File: config.mk
export PLATFORM = sky130hd
export DESIGN_NAME = ripple_count_sampler
export DESIGN_NICKNAME = d
export VERILOG_FILES = /design/src/rtl/ripple_count_sampler.sv
export SDC_FILE = /design/constraint.sdc
export NUM_CORES = 1
export LEC_CHECK = 0
export CAP_MARGIN = 15
export CORE_MARGIN = 2
export CORE_UTILIZATION = 45
export CTS_CLUSTER_SIZE = 8
export DETAILED_ROUTE_END_ITERATION = 16
export GPL_ROUTABILITY_DRIVEN = 0
export PLACE_DENSITY = 0.67
export SLEW_MARGIN = 10
export SYNTH_ARGS = -nofsm -noshare
export SYNTH_HDL_FRONTEND = slang
export SYNTH_SLANG_ARGS = --single-unit
File: constraint.sdc
create_clock -name clk -period 2.2 [get_ports clk]
set_input_delay 0.33 -clock clk [delete_from_list [all_inputs] [get_ports clk]]
set_output_delay 0.33 -clock clk [all_outputs]
set_load 0.005 [all_outputs]
File: src/rtl/ripple_count_sampler.sv
// Samples an asynchronous ripple counter into the clk domain, accepts a value once it
// has been steady for STABLE_CYCLES cycles, and reports value/delta/wrap over valid/ready.

module rcs_sync_bit #(
  parameter int STAGES = 2
) (
  input  logic clk,
  input  logic rst,
  input  logic d,
  output logic q
);
  logic [STAGES-1:0] ff;

  always_ff @(posedge clk or posedge rst)
    if (rst) ff <= '0;
    else     ff <= {ff[STAGES-2:0], d};

  assign q = ff[STAGES-1];
endmodule

module ripple_count_sampler #(
  parameter int WIDTH         = 4,
  parameter int SYNC_STAGES   = 2,
  parameter int STABLE_CYCLES = 2,
  parameter int MAX_WAIT      = 16
) (
  input  logic             clk,
  input  logic             rst,
  input  logic [WIDTH-1:0] cnt_in,
  input  logic             sample_req,
  output logic             busy,
  output logic             out_valid,
  input  logic             out_ready,
  output logic [WIDTH-1:0] out_count,
  output logic [WIDTH-1:0] out_delta,
  output logic             out_wrap,
  output logic             out_err
);
  localparam int SW = $clog2(STABLE_CYCLES + 1) + 1;
  localparam int WW = $clog2(MAX_WAIT + 1) + 1;
  localparam logic [SW-1:0] STAB_LAST = SW'(STABLE_CYCLES - 1);
  localparam logic [WW-1:0] WAIT_LAST = WW'(MAX_WAIT - 1);

  typedef enum logic [1:0] {IDLE = 2'd0, SETTLE = 2'd1, HOLD = 2'd2} state_t;

  state_t           state, state_d;
  logic [WIDTH-1:0] s, p, last_cap, last_cap_d, count_d, delta_d;
  logic [SW-1:0]    stab_cnt, stab_d;
  logic [WW-1:0]    wait_cnt, wait_d;
  logic             valid_d, wrap_d, err_d, stable_hit;

  for (genvar i = 0; i < WIDTH; i++) begin : g_sync
    rcs_sync_bit #(.STAGES(SYNC_STAGES)) u_sync (
      .clk (clk),
      .rst (rst),
      .d   (cnt_in[i]),
      .q   (s[i])
    );
  end

  assign busy       = (state == SETTLE) || (state == HOLD);
  assign stable_hit = (s == p) && (stab_cnt == STAB_LAST);

  always_comb begin
    state_d    = state;
    stab_d     = stab_cnt;
    wait_d     = wait_cnt;
    valid_d    = out_valid;
    count_d    = out_count;
    delta_d    = out_delta;
    wrap_d     = out_wrap;
    err_d      = out_err;
    last_cap_d = last_cap;
    case (state)
      IDLE: if (sample_req) begin
        state_d = SETTLE;
        stab_d  = '0;
        wait_d  = '0;
      end
      SETTLE: begin
        wait_d = wait_cnt + 1'b1;
        stab_d = (s == p) ? stab_cnt + 1'b1 : '0;
        // Timeout still captures so the consumer is never starved; err flags it.
        if (stable_hit || wait_cnt == WAIT_LAST) begin
          state_d    = HOLD;
          valid_d    = 1'b1;
          count_d    = s;
          delta_d    = s - last_cap;
          wrap_d     = s < last_cap;
          err_d      = !stable_hit;
          last_cap_d = s;
        end
      end
      HOLD: if (out_valid && out_ready) begin
        state_d = IDLE;
        valid_d = 1'b0;
      end
      default: begin
        state_d = IDLE;
        valid_d = 1'b0;
      end
    endcase
  end

  always_ff @(posedge clk or posedge rst) begin
    if (rst) begin
      state     <= IDLE;
      p         <= '0;
      stab_cnt  <= '0;
      wait_cnt  <= '0;
      out_valid <= 1'b0;
      out_count <= '0;
      out_delta <= '0;
      out_wrap  <= 1'b0;
      out_err   <= 1'b0;
      last_cap  <= '0;
    end else begin
      state     <= state_d;
      p         <= s;
      stab_cnt  <= stab_d;
      wait_cnt  <= wait_d;
      out_valid <= valid_d;
      out_count <= count_d;
      out_delta <= delta_d;
      out_wrap  <= wrap_d;
      out_err   <= err_d;
      last_cap  <= last_cap_d;
    end
  end
endmodule

# After elaboration in Yosys (flattened, before gate mapping)
# Cells that the tools add are included.
[classes]
addsub = 3
mul = 0
n_div = 0
order_cmp = 1
n_eq_ne = 8
shifts = 0
n_mux = 12
bitwise_logic = 1
reduce_logical = 11
[op_table]
columns = ["cell", "n"]
rows = [
  ["one-hot mux 6 bit (2 select lines)", 1],
  ["adder 6 x 1 -> 6 bit (second input constant)", 1],
  ["equality test 6 x 4 -> 1 bit (second input constant)", 1],
  ["two-way mux 2 bit", 3],
  ["two-way mux 3 bit", 2],
  ["two-way mux 6 bit", 1],
  ["one-hot mux 2 bit (3 select lines)", 1],
  ["one-hot mux 3 bit (2 select lines)", 1],
  ["AND reduction 3 bit", 2],
  ["equality test 4 bit", 1],
  ["< comparator 4 bit", 1],
  ["inequality test 2 x 1 -> 1 bit (second input constant)", 2],
  ["AND reduction 2 bit", 2],
  ["subtractor 4 bit", 1],
  ["adder 3 x 1 -> 3 bit (second input constant)", 1],
  ["equality test 3 x 1 -> 1 bit (second input constant)", 1],
  ["one-hot mux 1 bit (3 select lines)", 1],
  ["equality test 2 x 1 -> 1 bit (second input constant)", 1],
  ["equality test 2 bit (second input constant)", 1],
  ["logical AND 1 bit", 2],
  ["logical NOT 2 bit", 1],
  ["logical OR 1 bit", 2],
  ["two-way mux 1 bit", 2],
  ["inequality test 2 bit (second input constant)", 1],
  ["other kinds (3)", 3],
]
[word_totals]
reg_bits = 34
latch_bits = 0
ramBits = 0
mem_bits_ro = 0
in_bits = 8
out_inout_bits = 12
word_cells = 49
n_memories = 0

# Logic depth before layout (Yosys ltp)
[depth]
ltp_word = 5
ltp_mapped = 8
depth_no_buf = 7

# Hierarchy
# A second synthesis with hierarchy kept.
[hier_totals]
hier_cells = 134
hier_area_um2 = 1590.3
[modules_own_cells]
columns = ["module", "n_inst", "cells_each", "area_each_um2", "seq_area_each_um2"]
rows = [
  ["ripple_count_sampler", 1, 122, 1375.1, 650.6],
  ["rcs_sync_bit", 4, 3, 53.8, 50.0],
]

# Worst setup path after synthesis
# OpenSTA, ideal clock, no wires.
[synth_path]
path_kind = "flip-flop to flip-flop"
startpoint = "reg g_sync[1].u_sync.ff[1]"
endpoint = "reg last_cap[0]"
setup_time_ns = 0.125
arrival_ns = 1.691
required_time_ns = 2.075
slack_ns = 0.384
path_stages_with_launch = 7
n_path_buf = 1
synth_period_minus_slack_ns = 1.816
cell_sequence = "dfrtp_1 xor2_1 nor4_4 a31oi_2 nor2_2 buf_6 mux2_4"
[synth_between]
elab_chain_cells = 4
[synth_lines]
columns = ["element", "line", "source"]
rows = [
  ["start: declaration", "12", "logic [STAGES-1:0] ff;"],
  ["start signal: assignment", "16", "else ff <= {ff[STAGES-2:0], d};"],
  ["equality test 4 bit", "62", "assign stable_hit = (s == p) && (stab_cnt == STAB_LAST);"],
  ["logical AND 1 bit", "62", ""],
  ["logical OR 1 bit", "84", "if (stable_hit || wait_cnt == WAIT_LAST) begin"],
  ["AND reduction 2 bit (no source line)", "--", ""],
  ["end signal: assignment", "127", "last_cap <= last_cap_d;"],
  ["end: declaration", "47", "logic [WIDTH-1:0] s, p, last_cap, last_cap_d, count_d, delta_d;"],
]
# No other way between the ends.
# A chain may end at the register's enable or synchronous reset.

# Worst setup path after layout
[layout_path]
startpoint = "reg g_sync[1].u_sync.ff[1]"
endpoint = "reg last_cap[2]"
# The elaborated chain is that of the path after synthesis.

==> results.yml <==
outcome:
  outcome: "completed"
placed_design:
  dp_hpwl_mm: 1.881
  numPortBuffers: 19
floorplanning:
  start_util_pct: 47.10
  fp-row-count: 21
  fp.dieH_um: 63.33
  die-area_mm2: 0.004011
  coreArea_mm2: 0.003363
  pin_count: 20
  die_width_um: 63.33
finish:
  num-nets-final: 176
  fin_util_pct: 57.81
  layout-drive-gt1-share_pct: 15.92
  antenna_cells: 0
  areaGrowthSynthToFinish_pct: 22.75
clocking:
  cts_setup_buffers: 0
  numCtsBuffers: 5
  htreeDepth: 2
  clk_path_buf_depth: 2
  cts-resized-gates: 0
  cts_root_buffer: "clkbuf_4"
  worstSkewPairLatency_ns: 0.34
  cts_sinks: 34
  ctsHoldBuffers: 0
  path_clk_slew_ns: 0.11
  cts_tree: "done"
detailed_routing:
  first_pass_iters: 4
  vias_per_cell: 4.783
  drt_iter0_drc: 24
  ant_nets: 0
  wl_per_cell_um: 12.42
  wirelength_mm: 2.521
  drc_errors: 0
  via_count: 971
synthesis:
  synthTopCellsByCount: "34 x dfrtp_1, 14 x inv_1, 11 x ha_1"
  synth_top_cell_area_share_pct: 53.71
  yosys.area.top_type: "dfrtp_1"
  ys.flop_type: "dfrtp_1"
  synth.area.top_cells: "dfrtp_1 54%, ha_1 8.7%, mux2_4 6.6%"
  async_flop_share_pct: 100.0
  netlist-cell-type-count: 31
  synthesis.nets: 149
  yosysMostFrequentCell: "dfrtp_1"
  ys_ff_latch: 34
  synth_warnings: 0
  syn_area_per_cell_um2: 12.28
  synth-seq-area-share_pct: 53.71
  synth_edf_count: 0
  synthCells: 129
  netlist_area_mm2: 0.001584
grt:
  met2_usage_pct: 24.21
  grt-ovfl-total: 0
  grt_usage_pct: 15.48
  grt_pass1_vias: 1044
  grt_pass1_wl_mm: 4.664
  antenna_found_initial: 0
  top_usage_layer: "met2"
  gr-usage-met1_pct: 19.39
  grt_max_degree: 35
  use_met3_pct: 6.071
timing:
  max_slew_margin_pct: 60.72
  skew_ns: 0.008809
  fmax_mhz: 499.2
  hold_violations: 0
  fin_setup_tns_ns: 0
  rsz0062_at_grt: "false"
  tightest_slew_ns: 0.5728
  post-route-period-util_pct: 91.06
  fin_crit_ns: 2.003
  setup_viol: 0
  maxSlewViolCount: 0
power_and_ir_drop:
  leakagePower_uw: 0.0008845
  p_per_area_mw_per_mm2: 1005
  peakVddDrop_v: 0.0005109
setup_path:
  worst-setup-path-type: "register to register"
  critPathLaunchType: "register"
  worstSetupEndpointType: "register"
  worstPathRequired_ns: 2.44
  crit_fanout: 6
  crit_arrival_ns: 2.24
worst_hold_path:
  worstHoldPathType: "register to register"
run:
  cap_violations: 0
## cells by family after synthesis
logic type | count (synthesis) | synth area share [%]
XOR/XNOR | 9 | 4.977
multiplexers | 11 | 9.321
buffers and inverters | 16 | 4.344
AND/OR/NAND/NOR | 26 | 8.690
flip-flops | 34 | 53.71
adder cells (fa/ha/maj) | 12 | 9.953
AO/OA/AOI/OAI | 21 | 9.004
## final cells by class
type / instances / area, um^2
Clock buffer: 5 / 37.54
Clock inverter: 3 / 68.82
Inverter: 14 / 52.55
Sequential cell: 34 / 850.8
Fill cell: 300 / 1419
Multi-Input combinational cell: 79 / 664.4
Tap cell: 46 / 57.56
Timing Repair Buffer: 22 / 212.7
## report_power, final
group	internal [uW]	switching [uW]	leakage, uW	total [uW]
sequential	729	77.3	0.000439	806
clock	355	218	0.0000554	573
combinational	313	262	0.000390	575
total	1400	557	0.000885	1950
## metal layers
metal  vias to the layer above  wire (um)
met5                         -          0
met4                         0         48
met3                         5        127
met2                        17       1168
met1                       464       1177
li1                        485          -
## state kept, by name (all words and copies together), names as in the netlist
name,cells
g_sync.u_sync.ff,8
wait_cnt,6
out_valid,1
out_err,1
last_cap,4
out_delta,4
p,4
state,2
out_wrap,1
stab_cnt,3
## layout by cell type (no fill, tap or decap), drive strengths merged, types with 4 or more instances in the layout
master / netlist / routed
a21oi: 4 / 4
clkbuf: 0 / 5
clkdlybuf4s50: 0 / 19
dfrtp: 34 / 34
ha: 11 / 11
inv: 14 / 14
mux2: 9 / 9
nand2: 9 / 9
nor2: 8 / 8
o21ai: 7 / 7
xor2: 7 / 7
## critical path, stage by stage (launching register included)
cell and delay [ns]:
dfrtp_1 0.46, xor2_1 0.21, nor4_4 0.36, a31oi_2 0.17, nor2_2 0.17, buf_4 0.20, mux2_2 0.34
## per-stage QoR
step	total power [uW]	cell area, um^2	worst slack, ns	hold slack (ns)	instances
after floorplan	1184	1584	0.3841	0.3312	129
after global routing	2101	1944	0.03693	0.3724	203
after global placement	1377	1838	0.2531	0.3319	195
after detailed placement	1406	1838	0.1981	0.3373	195
after CTS	1989	1944	0.1704	0.3644	203
final	1954	1944	0.1967	0.3604	203
## worst paths after layout
check	start	slack, ns	end	cells after the start
max	g_sync[1].u_sync.ff[1]	0.20	last_cap[2]	6
min	g_sync[3].u_sync.ff[0]	0.36	g_sync[3].u_sync.ff[1]	0
max reg2reg	g_sync[1].u_sync.ff[1]	0.20	last_cap[2]	6
min reg2reg	g_sync[3].u_sync.ff[0]	0.36	g_sync[3].u_sync.ff[1]	0
max in group asynchronous	rst	1.53	wait_cnt[1]	3
min in group asynchronous	rst	0.37	g_sync[2].u_sync.ff[0]	3
(Power assumes the default switching activity.)
